`src/rtl/matcher_pkg.sv`:
```
// Shared state encoding, default sizes and helpers for the matcher feeder.
package matcher_pkg;

    localparam int unsigned DEF_INPUT_STREAM_WIDTH = 512;
    localparam int unsigned DEF_DATA_WIDTH         = 64;
    localparam int unsigned DEF_ID_WIDTH           = 16;
    localparam int unsigned DEF_TIMEOUT            = 255;
    localparam int unsigned STAT_W                 = 32;

    typedef enum logic [2:0] {
        ST_LOAD    = 3'd0,
        ST_ISSUE   = 3'd1,
        ST_WAIT    = 3'd2,
        ST_REPORT  = 3'd3,
        ST_RELEASE = 3'd4
    } state_e;

    // Outcome of one matcher query as presented on the result port.
    typedef struct packed {
        logic match;
        logic timeout;
    } result_t;

    function automatic logic [STAT_W-1:0] sat_inc(input logic [STAT_W-1:0] v);
        return (v == '1) ? v : v + STAT_W'(1);
    endfunction

endpackage

```
`src/rtl/matcher_window_loader.sv`:
```
// Packs record beats into the matcher window slot by slot; slots never
// written since the last clear read as zero.
module matcher_window_loader
    import matcher_pkg::*;
#(
    parameter int unsigned INPUT_STREAM_WIDTH = DEF_INPUT_STREAM_WIDTH,
    parameter int unsigned DATA_WIDTH         = DEF_DATA_WIDTH
) (
    input  logic                          clk,
    input  logic                          rst,
    input  logic                          beat_valid,
    input  logic [DATA_WIDTH-1:0]         beat_data,
    input  logic                          clear,
    output logic [INPUT_STREAM_WIDTH-1:0] window,
    output logic                          first_beat_c,
    output logic                          last_slot_c
);

    localparam int unsigned NBEATS = INPUT_STREAM_WIDTH / DATA_WIDTH;
    localparam int unsigned IDX_W  = (NBEATS > 1) ? $clog2(NBEATS) : 1;

    logic [INPUT_STREAM_WIDTH-1:0] window_q, window_d;
    logic [IDX_W-1:0]              beat_idx_q, beat_idx_d;

    assign first_beat_c = (beat_idx_q == '0);
    assign last_slot_c  = (beat_idx_q == IDX_W'(NBEATS - 1));
    assign window       = window_q;

    always_comb begin
        window_d   = window_q;
        beat_idx_d = beat_idx_q;
        if (clear) begin
            window_d   = '0;
            beat_idx_d = '0;
        end else if (beat_valid) begin
            for (int unsigned k = 0; k < NBEATS; k++) begin
                if (beat_idx_q == IDX_W'(k)) begin
                    window_d[k*DATA_WIDTH +: DATA_WIDTH] = beat_data;
                end
            end
            // The index parks on the last slot; the feeder leaves LOAD there.
            if (!last_slot_c) begin
                beat_idx_d = beat_idx_q + IDX_W'(1);
            end
        end
    end

    always_ff @(posedge clk or posedge rst) begin
        if (rst) begin
            window_q   <= '0;
            beat_idx_q <= '0;
        end else begin
            window_q   <= window_d;
            beat_idx_q <= beat_idx_d;
        end
    end

endmodule

```
`src/rtl/matcher_feeder.sv`:
```
// Feeds one record at a time into an external pattern matcher, waits for its
// verdict (or gives up after TIMEOUT cycles) and reports it with a record id.
module matcher_feeder
    import matcher_pkg::*;
#(
    parameter int unsigned INPUT_STREAM_WIDTH = DEF_INPUT_STREAM_WIDTH,
    parameter int unsigned DATA_WIDTH         = DEF_DATA_WIDTH,
    parameter int unsigned ID_WIDTH           = DEF_ID_WIDTH,
    parameter int unsigned TIMEOUT            = DEF_TIMEOUT
) (
    input  logic                          fclk,
    input  logic                          areset,
    input  logic [DATA_WIDTH-1:0]         s_data,
    input  logic                          s_valid,
    input  logic                          s_last,
    output logic                          s_ready,
    input  logic [DATA_WIDTH-1:0]         cfg_pattern,
    output logic [INPUT_STREAM_WIDTH-1:0] input_stream,
    output logic [DATA_WIDTH-1:0]         compare_data,
    output logic                          filter_result_valid,
    input  logic                          result_valid,
    input  logic                          result_match,
    output logic                          result_reset,
    output logic                          m_valid,
    input  logic                          m_ready,
    output logic                          m_match,
    output logic                          m_timeout,
    output logic [ID_WIDTH-1:0]           m_record_id,
    output logic [STAT_W-1:0]             stat_records,
    output logic [STAT_W-1:0]             stat_matches
);

    localparam int unsigned WAIT_W = (TIMEOUT > 0) ? $clog2(TIMEOUT + 1) : 1;

    state_e              state_q, state_d;
    logic [WAIT_W-1:0]   wait_cnt_q, wait_cnt_d;
    result_t             result_q, result_d;
    logic [ID_WIDTH-1:0] record_id_q, record_id_d;
    logic [DATA_WIDTH-1:0] compare_q, compare_d;
    logic [STAT_W-1:0]   stat_records_q, stat_records_d;
    logic [STAT_W-1:0]   stat_matches_q, stat_matches_d;
    logic                s_ready_q, s_ready_d;
    logic                frv_q, frv_d;
    logic                m_valid_q, m_valid_d;
    logic                result_reset_q, result_reset_d;

    logic beat_acc_c;
    logic load_clear_c;
    logic first_beat_c;
    logic last_slot_c;

    assign beat_acc_c = s_valid && s_ready_q;

    matcher_window_loader #(
        .INPUT_STREAM_WIDTH (INPUT_STREAM_WIDTH),
        .DATA_WIDTH         (DATA_WIDTH)
    ) u_loader (
        .clk          (fclk),
        .rst          (areset),
        .beat_valid   (beat_acc_c),
        .beat_data    (s_data),
        .clear        (load_clear_c),
        .window       (input_stream),
        .first_beat_c (first_beat_c),
        .last_slot_c  (last_slot_c)
    );

    always_comb begin
        state_d        = state_q;
        wait_cnt_d     = wait_cnt_q;
        result_d       = result_q;
        record_id_d    = record_id_q;
        compare_d      = compare_q;
        stat_records_d = stat_records_q;
        stat_matches_d = stat_matches_q;
        load_clear_c   = 1'b0;

        unique case (state_q)
            ST_LOAD: begin
                if (beat_acc_c) begin
                    if (first_beat_c) begin
                        compare_d = cfg_pattern;
                    end
                    if (s_last || last_slot_c) begin
                        state_d = ST_ISSUE;
                    end
                end
            end
            ST_ISSUE: begin
                wait_cnt_d = '0;
                state_d    = ST_WAIT;
            end
            ST_WAIT: begin
                // A real verdict wins over a timeout landing in the same cycle.
                if (result_valid) begin
                    result_d.match   = result_match;
                    result_d.timeout = 1'b0;
                    state_d          = ST_REPORT;
                end else if (wait_cnt_q == WAIT_W'(TIMEOUT)) begin
                    result_d.match   = 1'b0;
                    result_d.timeout = 1'b1;
                    state_d          = ST_REPORT;
                end else begin
                    wait_cnt_d = wait_cnt_q + WAIT_W'(1);
                end
            end
            ST_REPORT: begin
                if (m_ready) begin
                    stat_records_d = sat_inc(stat_records_q);
                    if (result_q.match) begin
                        stat_matches_d = sat_inc(stat_matches_q);
                    end
                    state_d = ST_RELEASE;
                end
            end
            ST_RELEASE: begin
                load_clear_c = 1'b1;
                record_id_d  = record_id_q + ID_WIDTH'(1);
                result_d     = '0;
                state_d      = ST_LOAD;
            end
            default: begin
                state_d = ST_LOAD;
            end
        endcase

        // Handshake outputs are registered decodes of the upcoming state.
        s_ready_d      = (state_d == ST_LOAD);
        frv_d          = (state_d == ST_ISSUE);
        m_valid_d      = (state_d == ST_REPORT);
        result_reset_d = (state_d == ST_RELEASE);
    end

    always_ff @(posedge fclk or posedge areset) begin
        if (areset) begin
            state_q        <= ST_LOAD;
            wait_cnt_q     <= '0;
            result_q       <= '0;
            record_id_q    <= '0;
            compare_q      <= '0;
            stat_records_q <= '0;
            stat_matches_q <= '0;
            s_ready_q      <= 1'b1;
            frv_q          <= 1'b0;
            m_valid_q      <= 1'b0;
            result_reset_q <= 1'b0;
        end else begin
            state_q        <= state_d;
            wait_cnt_q     <= wait_cnt_d;
            result_q       <= result_d;
            record_id_q    <= record_id_d;
            compare_q      <= compare_d;
            stat_records_q <= stat_records_d;
            stat_matches_q <= stat_matches_d;
            s_ready_q      <= s_ready_d;
            frv_q          <= frv_d;
            m_valid_q      <= m_valid_d;
            result_reset_q <= result_reset_d;
        end
    end

    assign s_ready             = s_ready_q;
    assign compare_data        = compare_q;
    assign filter_result_valid = frv_q;
    assign result_reset        = result_reset_q;
    assign m_valid             = m_valid_q;
    assign m_match             = result_q.match;
    assign m_timeout           = result_q.timeout;
    assign m_record_id         = record_id_q;
    assign stat_records        = stat_records_q;
    assign stat_matches        = stat_matches_q;

endmodule

```
`config.mk`:
```
export PLATFORM = sky130hd
export DESIGN_NAME = matcher_feeder
export DESIGN_NICKNAME = d
export VERILOG_FILES = /design/src/rtl/matcher_pkg.sv /design/src/rtl/matcher_window_loader.sv /design/src/rtl/matcher_feeder.sv
export SDC_FILE = /design/constraint.sdc
export NUM_CORES = 1
export LEC_CHECK = 0
export ABC_AREA = 1
export CAP_MARGIN = 25
export CORE_AREA = 2 2 313 315
export CTS_CLUSTER_SIZE = 12
export DETAILED_ROUTE_END_ITERATION = 16
export DIE_AREA = 0 0 315 317
export GPL_TIMING_DRIVEN = 0
export PLACE_DENSITY = 0.64
export SLEW_MARGIN = 20
export SYNTH_ARGS = -nofsm -noshare
export SYNTH_HDL_FRONTEND = slang
export SYNTH_SLANG_ARGS = --single-unit
export TNS_END_PERCENT = 1
```
`constraint.sdc`:
```
create_clock -name fclk -period 32.9 [get_ports fclk]
set_input_delay 3.29 -clock fclk [delete_from_list [all_inputs] [get_ports fclk]]
set_output_delay 3.29 -clock fclk [all_outputs]
set_load 0.1 [all_outputs]
```
==> results.md <==
* Status: complete, no violations
* Count leader, synth: dfrtp_1
* Hold_buf cts at 0
* Min cycle time layout at 5710 ps
* CTS tree: done
* Clk sinks at 676
* H-tree levels at 3
* Fmax at 0.175 GHz
* Post-synth EDFFs at 0
* Post-synth top area share at 59.3%
* Syn_nets at 2796
* Die area at 99900 µm²
* First-pass DRT Iterations at 5
* Setup TNS at 0 ps
* HPWL after detailed placement at 76800 µm
* DRC at 0
* CP top delay family: buffers and inverters
* DR WL/cell at 20.9 µm
* RSZ-0062 raised after global routing: no
* Area Growth Syn to Fin at 44.8%
* Port bufs at 796
* Yosys warns at 0
* Dpl cell area at 38500 µm²
* Final ANT Viol Nets at 0
* Part of the Yosys area used for sequential elements at 59.4%
* Overall via count from detail_route at 22200
* Top_reg_cell synth: dfrtp_1
* Cell taking the most area after synthesis: dfrtp_1
* Syn_area_per_cell at 10.7 µm²
* CP Max Fanout at 7
* End point of the critical path: stat_records[28]
* Row count at 114
* CTS clk-pin slew, worst paths at 60 ps
* CP startpoint kind: flop
* Max incr delay on CP at 1260 ps
* Min-delay worst type: flop to flop
* Post-CTS setup buffer count at 0
* Die Ht at 317 µm
* Core ar. at 96300 µm²
* Syn Inst Count at 2651
* Skew-Pair Late Insertion Delay at 650 ps
* Initial antenna violation count at 14
* Count of cell types in the netlist at 37
* Congestion Overflow GR at 0
* Post-CTS sizing at 0
* Routed vias/inst at 4.53
* Worst Skew at 29.1 ps
* Reg2Reg Depth at 6
* Max-slew headroom at 24.1%
* R2R Path End: compare_data[47]
* Max-cap violations at 0
* R2r startpoint: s_ready
* Final hold violations at 0
* Number of synthesized register bits at 676
* Fin crit share at 17.4%
* Worst setup EP type: primary output
* Layout cell share with drive strength beyond 1 at 12.1%
* Initial Utilization at 29.6%
* First-pass GRT wire length at 148000 µm
* Number of top-level pins at 797
* Tot GR Track Use at 20.0%
* Worst Path Required at 29610 ps
* Post-synth top cells: dfrtp_1 (675), nand2_1 (627), inv_1 (300)
* Endpoints failing setup at 0
* CTS root buf: clkbuf_16
* Worst-Margin Slew at 1130 ps
* Crit path launch: stat_records[28]
* Die width at 315 µm
* Placer Congestion at 0.886
* Crit path DAT at 2420 ps
* Initial DRC Count at 1311
* Total Nets Final at 3693
* Cts bufs inserted at 79
* Final instance area at 41300 µm²
* Detailed Route WL at 102000 µm
* Critical path depth in cells at 1
* Slowest CP cell: clkdlybuf4s50_1
* Max-slew violations at 0
* Crit Path Class: flop to primary output
* Vias in the first global route at 22100
* CP Buf/Inv Count at 1
* Clock buffer depth at 3
* R2R Setup Slk at 30510 ps
* Synth async-reset ratio at 100%
* Synthesized area at 28500 µm²
* Crit path cell chain: clkdlybuf4s50_1
* Area contributors post-synth: dfrtp_1 (59%), mux2_1 (9.6%), nand2_1 (8.3%)
* Largest net degree at the start of global routing at 102
layer usage:
metal / part of all wire, % / GRT usage (%) / wire [µm]
met4: 3.8 / 8.52 / 3940
met2: 48 / 33.1 / 48800
met3: 7.1 / 4.86 / 7260
met5: 0 / 0 / 0
met1: 41 / 25.0 / 42400
logic make-up after synthesis:
family / after synthesis / synth area share (%)
XOR/XNOR: 45 / 1.38
buffers and inverters: 405 / 6.41
AO/OA/AOI/OAI: 220 / 4.05
AND/OR/NAND/NOR: 911 / 13.2
flip-flops: 676 / 59.4
adder cells (fa/ha/maj): 10 / 0.439
multiplexers: 384 / 15.2
sequential cells by signal (all words and copies together) (netlist names), 3 cells and up:
name                 flops
u_loader.window        512
stat_records            32
state_q                  3
wait_cnt_q               8
u_loader.beat_idx_q      3
stat_matches            32
compare_data            64
m_record_id             16
how the worst min path moves through the flow:
stage,startpoint,to,slack [ps],cells past startpoint
after global routing,u_loader.window[394],u_loader.window[394],490,1
after floorplan,wait_cnt_q[7],wait_cnt_q[7],480,2
final,m_record_id[15],m_record_id[15],470,1
after global placement,m_record_id[15],m_record_id[15],460,1
after detailed placement,m_record_id[15],m_record_id[15],470,1
after CTS,m_record_id[15],m_record_id[15],480,1
area by class of cell:
| cell class | instances | area [µm²] |
|---|---|---|
| repair buffers | 816 | 8410 |
| flip-flops and latches | 676 | 16900 |
| diodes | 13 | 32.5 |
| fillers | 9204 | 55000 |
| clock buffers | 117 | 2300 |
| well taps | 1276 | 1600 |
| inverters | 306 | 1160 |
| multi-input cells | 1570 | 9770 |
| clock inverters | 26 | 402 |
| plain buffers | 99 | 674 |
layout by cell type (no fill, tap or decap), types with 72 or more instances in the layout:
cell type and instances:
clkdlybuf4s50_1 792, dfrtp_1 675, nand2_1 627, inv_1 299
mux2_1 242, nor2_1 161, mux2_2 142, o21ai_1 140
clkbuf_16 79, o21ai_0 72
stage by stage:
stage / utilization, % / std cells / hold WS (ps) / setup WS, ps
finish: 42.9 / 4899 / 475 / 27190
global route: 42.8 / 4894 / 492 / 27090
CTS: 42.8 / 4886 / 478 / 27080
detailed placement: 40.0 / 4743 / 468 / 27130
global placement: 39.5 / 4723 / 461 / 1580
floorplan: - / 2651 / 481 / 10660
Power is not shown: default switching activity piles up to over one toggle a cycle in this logic, so the estimate is an artifact.
